## config.mk

```make
export PLATFORM = sky130hd
export DESIGN_NAME = gpio_uart_tx_flat
export DESIGN_NICKNAME = d
export VERILOG_FILES = /design/src/rtl/gpio_uart_tx_if.sv /design/src/rtl/gpio_uart_tx.sv /design/src/flat_wrapper.sv
export SDC_FILE = /design/constraint.sdc
export NUM_CORES = 1
export LEC_CHECK = 0
export ABC_AREA = 1
export ABC_CLOCK_PERIOD_IN_PS = 4900
export CAP_MARGIN = 30
export CORE_ASPECT_RATIO = 0.75
export CORE_MARGIN = 2
export CORE_UTILIZATION = 50
export DETAILED_ROUTE_END_ITERATION = 10
export PLACE_DENSITY = 0.82
export SLEW_MARGIN = 20
export SYNTH_ARGS = -nofsm -noshare
export SYNTH_HDL_FRONTEND = slang
export SYNTH_SLANG_ARGS = --single-unit
```

## constraint.sdc

```tcl
create_clock -name clk -period 4.9 [get_ports clk]
set_clock_uncertainty 0.2 [all_clocks]
set_input_delay 1.225 -clock clk [delete_from_list [all_inputs] [get_ports clk]]
set_output_delay 1.225 -clock clk [all_outputs]
set_load 0.03 [all_outputs]
```

## src/rtl/gpio_uart_tx_if.sv

```systemverilog
// gpio_uart_tx_if -- GPIO store port from the core's memory stage.
//
// Signals:
//   GPIOEn    store strobe; one write per cycle while high
//   GPIOaddr  32-bit store address
//   GPIO      store data byte
//
// Modports:
//   master  core side, drives the store
//   slave   peripheral side, samples the store
interface gpio_uart_tx_if;
  logic        GPIOEn;
  logic [31:0] GPIOaddr;
  logic [7:0]  GPIO;

  modport master (output GPIOEn, output GPIOaddr, output GPIO);
  modport slave  (input  GPIOEn, input  GPIOaddr, input  GPIO);
endinterface

```

## src/rtl/gpio_uart_tx.sv

```systemverilog
// gpio_uart_tx -- memory-mapped UART transmitter on the GPIO store port.
//
// Byte stores to DATA_ADDR are queued in a DEPTH-entry FIFO and sent as
// UART frames, LSB first. A store to CLR_ADDR clears the sticky overflow
// flag. The core is never stalled: a store that finds the FIFO full (and
// no pop in the same cycle) is dropped and sets overflow.
//
// Optional feature macro: UART_TX_PARITY_EN
//   undefined -> 8N1 frame, 10*CLKS_PER_BIT cycles
//   defined   -> 8E1 frame (even parity bit after bit 7), 11*CLKS_PER_BIT cycles
//
// Ports:
//   clk       rising-edge clock (same as the core)
//   rst       asynchronous active-low reset
//   bus       GPIO store port (slave modport)
//   tx        serial line, idle high, registered
//   busy      frame in progress
//   empty     FIFO empty
//   full      FIFO holds DEPTH entries
//   count     FIFO occupancy, $clog2(DEPTH)+1 bits
//   overflow  sticky: a data store was dropped
module gpio_uart_tx #(
  parameter int          DEPTH        = 8,
  parameter int          CLKS_PER_BIT = 434,
  parameter logic [31:0] DATA_ADDR    = 32'h0000_1000,
  parameter logic [31:0] CLR_ADDR     = 32'h0000_1001
) (
  input  logic                   clk,
  input  logic                   rst,
  gpio_uart_tx_if.slave          bus,
  output logic                   tx,
  output logic                   busy,
  output logic                   empty,
  output logic                   full,
  output logic [$clog2(DEPTH):0] count,
  output logic                   overflow
);

  localparam int AW = $clog2(DEPTH);
  localparam int BW = (CLKS_PER_BIT > 1) ? $clog2(CLKS_PER_BIT) : 1;
  localparam logic [AW:0]   DEPTH_C   = (AW + 1)'(DEPTH);
  localparam logic [BW-1:0] BAUD_LAST = BW'(CLKS_PER_BIT - 1);

  typedef enum logic [2:0] {
    IDLE,
    START,
    DATA,
    PARITY,
    STOP
  } state_t;

  // FIFO storage: no reset so it maps onto block/distributed RAM.
  logic [7:0]    mem [DEPTH];
  logic [AW-1:0] wr_ptr_reg;
  logic [AW-1:0] rd_ptr_reg;
  logic [AW:0]   count_reg;
  logic          overflow_reg;

  state_t        state_reg;
  logic [BW-1:0] baud_reg;
  logic [2:0]    bit_idx_reg;
  logic [7:0]    shift_reg;
  logic          tx_reg;
  logic          busy_reg;
`ifdef UART_TX_PARITY_EN
  logic          parity_reg;
`endif

  logic data_hit;
  logic clr_hit;
  logic pop;
  logic push;
  logic baud_last;

  assign data_hit  = bus.GPIOEn && (bus.GPIOaddr == DATA_ADDR);
  assign clr_hit   = bus.GPIOEn && (bus.GPIOaddr == CLR_ADDR);
  // Pop depends only on registered state, so a push into a full FIFO can
  // be accepted in the same cycle the head entry leaves.
  assign pop       = (state_reg == IDLE) && (count_reg != '0);
  assign push      = data_hit && (!full || pop);
  assign baud_last = (baud_reg == BAUD_LAST);

  assign empty    = (count_reg == '0);
  assign full     = (count_reg == DEPTH_C);
  assign count    = count_reg;
  assign overflow = overflow_reg;
  assign tx       = tx_reg;
  assign busy     = busy_reg;

  always_ff @(posedge clk) begin
    if (push) begin
      mem[wr_ptr_reg] <= bus.GPIO;
    end
  end

  // FIFO pointers, occupancy and the sticky overflow flag.
  always_ff @(posedge clk or negedge rst) begin
    if (!rst) begin
      wr_ptr_reg   <= '0;
      rd_ptr_reg   <= '0;
      count_reg    <= '0;
      overflow_reg <= 1'b0;
    end else begin
      if (push) begin
        wr_ptr_reg <= wr_ptr_reg + 1'b1;
      end
      if (pop) begin
        rd_ptr_reg <= rd_ptr_reg + 1'b1;
      end
      case ({push, pop})
        2'b10:   count_reg <= count_reg + 1'b1;
        2'b01:   count_reg <= count_reg - 1'b1;
        default: count_reg <= count_reg;
      endcase
      if (clr_hit) begin
        overflow_reg <= 1'b0;
      end else if (data_hit && full && !pop) begin
        overflow_reg <= 1'b1;
      end
    end
  end

  // Transmit FSM. tx is set one cycle ahead of each bit period, so the
  // value loaded at a bit boundary is what the line shows for the whole
  // following period.
  always_ff @(posedge clk or negedge rst) begin
    if (!rst) begin
      state_reg   <= IDLE;
      baud_reg    <= '0;
      bit_idx_reg <= '0;
      shift_reg   <= '0;
      tx_reg      <= 1'b1;
      busy_reg    <= 1'b0;
`ifdef UART_TX_PARITY_EN
      parity_reg  <= 1'b0;
`endif
    end else begin
      case (state_reg)
        IDLE: begin
          tx_reg   <= 1'b1;
          baud_reg <= '0;
          if (pop) begin
            shift_reg  <= mem[rd_ptr_reg];
`ifdef UART_TX_PARITY_EN
            parity_reg <= ^mem[rd_ptr_reg];
`endif
            tx_reg     <= 1'b0;
            busy_reg   <= 1'b1;
            state_reg  <= START;
          end
        end
        START: begin
          if (baud_last) begin
            baud_reg    <= '0;
            tx_reg      <= shift_reg[0];
            shift_reg   <= shift_reg >> 1;
            bit_idx_reg <= '0;
            state_reg   <= DATA;
          end else begin
            baud_reg <= baud_reg + 1'b1;
          end
        end
        DATA: begin
          if (baud_last) begin
            baud_reg <= '0;
            if (bit_idx_reg == 3'd7) begin
`ifdef UART_TX_PARITY_EN
              tx_reg    <= parity_reg;
              state_reg <= PARITY;
`else
              tx_reg    <= 1'b1;
              state_reg <= STOP;
`endif
            end else begin
              tx_reg      <= shift_reg[0];
              shift_reg   <= shift_reg >> 1;
              bit_idx_reg <= bit_idx_reg + 1'b1;
            end
          end else begin
            baud_reg <= baud_reg + 1'b1;
          end
        end
`ifdef UART_TX_PARITY_EN
        PARITY: begin
          if (baud_last) begin
            baud_reg  <= '0;
            tx_reg    <= 1'b1;
            state_reg <= STOP;
          end else begin
            baud_reg <= baud_reg + 1'b1;
          end
        end
`endif
        STOP: begin
          if (baud_last) begin
            baud_reg  <= '0;
            tx_reg    <= 1'b1;
            busy_reg  <= 1'b0;
            state_reg <= IDLE;
          end else begin
            baud_reg <= baud_reg + 1'b1;
          end
        end
        default: begin
          baud_reg  <= '0;
          tx_reg    <= 1'b1;
          busy_reg  <= 1'b0;
          state_reg <= IDLE;
        end
      endcase
    end
  end

endmodule

```

## src/flat_wrapper.sv

```systemverilog
// flat-port wrapper written by rule: the top's interface ports become plain ports
module gpio_uart_tx_flat 
#(
  parameter int          DEPTH        = 8,
  parameter int          CLKS_PER_BIT = 434,
  parameter logic [31:0] DATA_ADDR    = 32'h0000_1000,
  parameter logic [31:0] CLR_ADDR     = 32'h0000_1001
)
  (clk, rst, tx, busy, empty, full, count, overflow, bus_GPIOEn, bus_GPIOaddr, bus_GPIO);
  gpio_uart_tx_if bus_i ();
  input  logic clk;
  input  logic rst;
  output logic tx;
  output logic busy;
  output logic empty;
  output logic full;
  output logic [$clog2(DEPTH):0] count;
  output logic overflow;
  input wire logic [$bits(bus_i.GPIOEn)-1:0] bus_GPIOEn;
  input wire logic [$bits(bus_i.GPIOaddr)-1:0] bus_GPIOaddr;
  input wire logic [$bits(bus_i.GPIO)-1:0] bus_GPIO;
  assign bus_i.GPIOEn = bus_GPIOEn;
  assign bus_i.GPIOaddr = bus_GPIOaddr;
  assign bus_i.GPIO = bus_GPIO;
  gpio_uart_tx #(.DEPTH(DEPTH), .CLKS_PER_BIT(CLKS_PER_BIT), .DATA_ADDR(DATA_ADDR), .CLR_ADDR(CLR_ADDR)) u_core (.clk(clk), .rst(rst), .bus(bus_i), .tx(tx), .busy(busy), .empty(empty), .full(full), .count(count), .overflow(overflow));
endmodule
```

Word-level counts from Yosys, hierarchy flattened
Memories as Yosys holds them, arrays and structs flattened. Index checks and enable logic that the tools add are counted.

Logic and storage cells: 87. Bits in writable memories: 64. Memories kept: 1. Output and inout bits: 9. Bits in registers: 36.

Memory list: u_core.mem (depth 8, bits a word 8, rd ports 1, clocked after Yosys merged registers in 0, write ports 1, RTL line gpio_uart_tx.sv:53) `logic [7:0] mem [DEPTH];`.

Add/sub/neg operators: 6. Mux-type cells: 30. Bitwise gates (word level): 1. Equal/unequal tests: 16. Reductions and logical operators: 23.

Operators with widths (count): $eq A32 B13 Y1 const B (2); $mux W8 (4); $pmux W8 S3 (1); $mux W3 (7); $mux W9 (2); $pmux W3 S4 (1); $mux W1 (11); $ne A2 B1 Y1 const B (5); $reduce_and A5 Y1 (2); $add A3 B1 Y3 const B (3); $add A9 B1 Y9 const B (1); $eq A9 B9 Y1 const B (1); $pmux W4 S2 (1); $eq A3 B3 Y1 const B (2); $logic_and A1 B1 Y1 (6); $pmux W3 S2 (1); $reduce_and A3 Y1 (2); $reduce_bool A2 Y1 (3); $add A4 B1 Y4 const B (1); $eq A4 B4 Y1 const B (1); $logic_not A4 Y1 (1); $pmux W1 S4 (1); $reduce_and A4 Y1 (1); $reduce_bool A4 Y1 (1); other kinds (14) (15).

Depth between registers and ports, before layout
Word-level depth: 6. Gate-level depth with buffers: 14.

Worst setup path after synthesis
OpenSTA, ideal clock, no wires.

Kind: input to register. Start point: in bus_GPIOaddr[28]. End point: reg u_core.count_reg[2] (netlist: u_core.count[2]). Path buffers: 0. Arrival time: 2.816 ns. Stages: 12. Setup slack: 1.755 ns. Cells stage by stage: nor2_1 -> nand2_1 -> nor2_1 -> nand2_1 -> nor2_2 -> nand3_1 -> ha_1 -> xor2_1 -> ha_1 -> a21oi_1 -> xor2_1 -> o21ai_0.

Cells in the longest elaborated chain, start to end: 5. Elaborated cells between the ends (all ways): 7. Classes of those cells: eq/ne: 3; mux: 1; reduce/logical: 3.

RTL lines: start: declaration (RTL line flat_wrapper.sv:20) `input wire logic [$bits(bus_i.GPIOaddr)-1:0] bus_GPIOaddr;`; $eq A32 B13 Y1 * (RTL line gpio_uart_tx.sv:75) `assign data_hit = bus.GPIOEn && (bus.GPIOaddr == DATA_ADDR);`; $logic_and A1 B1 Y1 * (RTL line gpio_uart_tx.sv:75); $logic_and A1 B1 Y1 * (RTL line gpio_uart_tx.sv:80) `assign push = data_hit && (!full || pop);`; $eq A2 B1 Y1 or $eq A2 B2 Y1 (tied branches) (RTL line gpio_uart_tx.sv:110) `case ({push, pop})`; $pmux W4 S2 or $reduce_bool A2 Y1 (tied branches); end signal: assignment (RTL line gpio_uart_tx.sv:111) `2'b10: count_reg <= count_reg + 1'b1;`; end signal: assignment (RTL line gpio_uart_tx.sv:112) `2'b01: count_reg <= count_reg - 1'b1;`; end signal: assignment (RTL line gpio_uart_tx.sv:113) `default: count_reg <= count_reg;`; end: declaration (RTL line gpio_uart_tx.sv:56) `logic [AW:0] count_reg;`.

Mark *: on every way between the ends. The rest lies on a longest branch, timed or not. A chain may end at the register's enable or synchronous reset.

Worst setup path after layout
Start point: in bus_GPIOaddr[23]. End point: reg u_core.count_reg[2] (netlist: u_core.count[2]).

Same word-level chain as after synthesis.

==> summary.md <==
TritonCTS built the clock tree. Setup total negative slack on the finished layout was measured at 0 ns. Yosys printed 0 warnings. The total non-filler cell area in the finished layout came out at 0.00574 mm2. Summing every instance area after synthesis gives 0.00481 mm2. Summing over every cut layer, the via total after detailed routing is 3798.

The most used flip-flop cell after synthesis is edfxtp_1. The number of distinct library cells after synthesis is 33, and the synthesis-to-layout area growth is 19.3%. The sequential element share of the synthesized area was 58.7%; the number of hold buffers added after cts was 0.

The routed length on met1 was 4350 um; the flip-flop count of the largest register, all copies and words added was 64. The tools report the final setup violation count as 0. The post-route clock period utilization was 71.4%. The run gives 0.00544 mm2 as the area after detailed placement. The number of clock buffers added by TritonCTS is 9. Entering global routing, the biggest net connects 37 pins. Yosys mapped a number of flops with a built-in enable equal to 64. The HPWL after detailed placement was 7190 um; the clock net sink count was 100. For this configuration, the core starts out at a cell density of 52.3%. The chip width is 117 um.

Counting every net in the synthesized netlist gives 583. For this run, the share of the core covered by cells in the final layout is 62.4%. Wire segments on met2 add up to 5100 um in the final route. The final hold slack is 0.277 ns, and the first-pass GRT wire length is 17200 um. Global routing used 22.0% of the available tracks. Summed over all nets, wire length on met3 after detailed routing comes to 958 um. Startpoint type of the worst setup path: a primary input. The static leakage power was 2.43 nW. The power density normalized to cell area came out at 289 mW/mm2. Fraction of synthesis flops using an asynchronous set or reset pin: 36.0%. The number of design rule violations left after detail routing is 0, and the max capacitance violation total is 0. Derived from the worst setup path, the maximum achievable clock frequency is 0.286 GHz. Post-CTS timing repair inserted 0 buffers for setup. The cell sitting at the root of the clock tree is a clkbuf_16. In this run the worst path has a maximum fanout of 5. The post-synthesis area per instance is 9.06 um2, and the height of the die is 89.0 um.

The detail-routed net length per standard cell was 14.8 um; the number of standard cells after synthesis was 531. The post-detailed-route via-to-cell ratio is 5.30, and the clock insertion delay at the later pin of the skew report is 0.34 ns. VDD sags by at most 182 uV. Fraction of layout instances using a drive strength above 1: 7.81%. The number of fill cells came out at 714. The final count of pins violating max slew is 0. The top cell family by delay on the critical path is simple AND/OR/NAND/NOR gates. The final layout contains 636 nets.

The boundary pin count is 52. Ranked by total cell area, the synthesized netlist is headed by edfxtp_1, dfrtp_1, nand2_1. Maximum clock insertion buffer count: 2.

Counting flops and latches in the post-synthesis netlist gives 100. Subtracting the final worst setup slack from the clock period gives 3.50 ns. In this run, post-CTS repair resized a total of 0 instances. The worst endpoint required time is 4.92 ns.

The endpoint class of the critical path was a flip-flop. The cell at the slowest stage of the critical path is clkdlybuf4s50_1. After clock tree synthesis, the clock-pin slew on the worst setup and hold paths is 0.07 ns. After detailed routing, no signal wire sits above met4. For the core box area, the log shows 0.00920 mm2. Sorting the synthesized cells by how often they occur yields nand2_1, edfxtp_1, nor2_1. 0 antenna diodes ended up in the layout. The flow ran to the end, and the final reports show no timing, DRC or antenna violations. CTS built an H-tree with a depth of 3. For this run, the slowest stage of the critical path takes 0.42 ns.

Global routing finished with a remaining overflow of 0. Traced cell by cell, the critical path runs through clkdlybuf4s50_1 > nor2_1 > nand2_1 > nor2_1 > nand2_1 > nor2_2 > nand3_1 > ha_1 > xor2_1 > ha_1 > a21oi_1 > xor2_1 > o21ai_0. The initial antenna violation count was 0; the first-pass iteration count of the detailed router was 5. The number of DRC violations after detailed-routing iteration 0 is 379.

Measured against its own limit, the worst slew margin works out to 36.8%. Summed over all layers, the routed wires come to 10600 um. The critical path is of the in2reg type. Setup repair after global routing left no endpoint under its margin.

The tightest min-delay check is of the reg2reg type. The run gives 0 as the number of hold violations in the final report. The run gives 0.00166 W as the post-layout total power.

For the number of rows in the core area, the log shows 30. Dominant cell by count in the synthesized netlist: nand2_1. At the worst endpoint, the arrival time is 3.52 ns.

The count of buffering cells on the critical path with inverters included was 1; the placer's final routability congestion estimate was 0.819. Leading area contributor after synthesis: edfxtp_1. The detail route stage leaves a number of antenna-violating nets equal to 0.

The synthesized design devotes to its leading area cell type 39.9% of total area. The count of buffers from port buffering was 51. The number of global-route vias before repair was 3687; the actual transition at the worst max-transition pin was 0.944 ns.

The floorplan step defined a die boundary enclosing 0.0104 mm2.
## final cells by class
type	instances	area [um2]	share of cell area [%]
inverter	44	170	2.96
clock inverter	6	63.8	1.11
multi-input combinational	375	1750	30.4
sequential	100	2820	49.2
clock buffer	10	229	3.99
tap	128	160	2.79
timing repair buffer	54	548	9.54
## worst reg2reg max path, stage by stage, from the launching register on
cell     delay [ns]
dfrtp_1        0.46
nor2_1         0.16
nand3_1        0.10
nor2_1         0.22
inv_2          0.11
nand3_1        0.16
ha_1           0.26
xor2_1         0.27
ha_1           0.20
a21oi_1        0.05
xor2_1         0.18
o21ai_0        0.15
## metal layers
layer / vias up / global-route usage, %
li1: 1828 / -
met1: 1751 / 27.7
met2: 194 / 35.9
met3: 25 / 6.64
met4: 0 / 9.20
met5: - / 0
## through the flow
step                      instances  setup WS (ns)
final                           717           1.40
after global routing            717           1.17
after CTS                       716           1.39
after detailed placement        700           1.05
after global placement          699           1.13
after floorplan                 531           1.76
## where the power goes
group / internal [W] / switching [W]
combinational: 0.0000337 / 0.0000266
clock: 0.000396 / 0.000299
sequential: 0.000902 / 0.00000190
## cell usage in the layout, fill, tap and decap left out, types with 6 or more instances in the layout
master,netlist,routed
nand2_1,206,206
edfxtp_1,64,64
nor2_1,57,57
clkdlybuf4s50_1,0,50
nand3_1,46,46
dfrtp_1,35,35
inv_1,33,33
inv_2,9,9
nand4_1,9,9
xor2_1,9,9
ha_1,9,9
clkbuf_16,0,9
nor3_1,6,6
## cell families after synthesis
| logic type | synth area share [%] |
|---|---|
| and+or+nand+nor | 30.0 |
| AOI/OAI and AO/OA | 1.95 |
| buffers and inverters | 5.02 |
| xor gates and xnor gates | 2.00 |
| adders and majority gates | 2.34 |
| DFF | 58.7 |
## worst paths after layout
kind | start | to | slack, ns | depth (start not counted)
worst max-delay path | bus_GPIOaddr[23] | u_core.count[2] | 1.40 | 13
worst min register to register | u_core.busy | u_core.busy | 0.28 | 2
max in group asynchronous | rst | u_core.shift_reg[7] | 3.24 | 1
worst max register to register | u_core.count[1] | u_core.count[2] | 2.30 | 11
min in group asynchronous | rst | u_core.baud_reg[0] | 0.76 | 1
worst min-delay path | u_core.busy | u_core.busy | 0.28 | 2
Power figures use the tool's default switching activity.
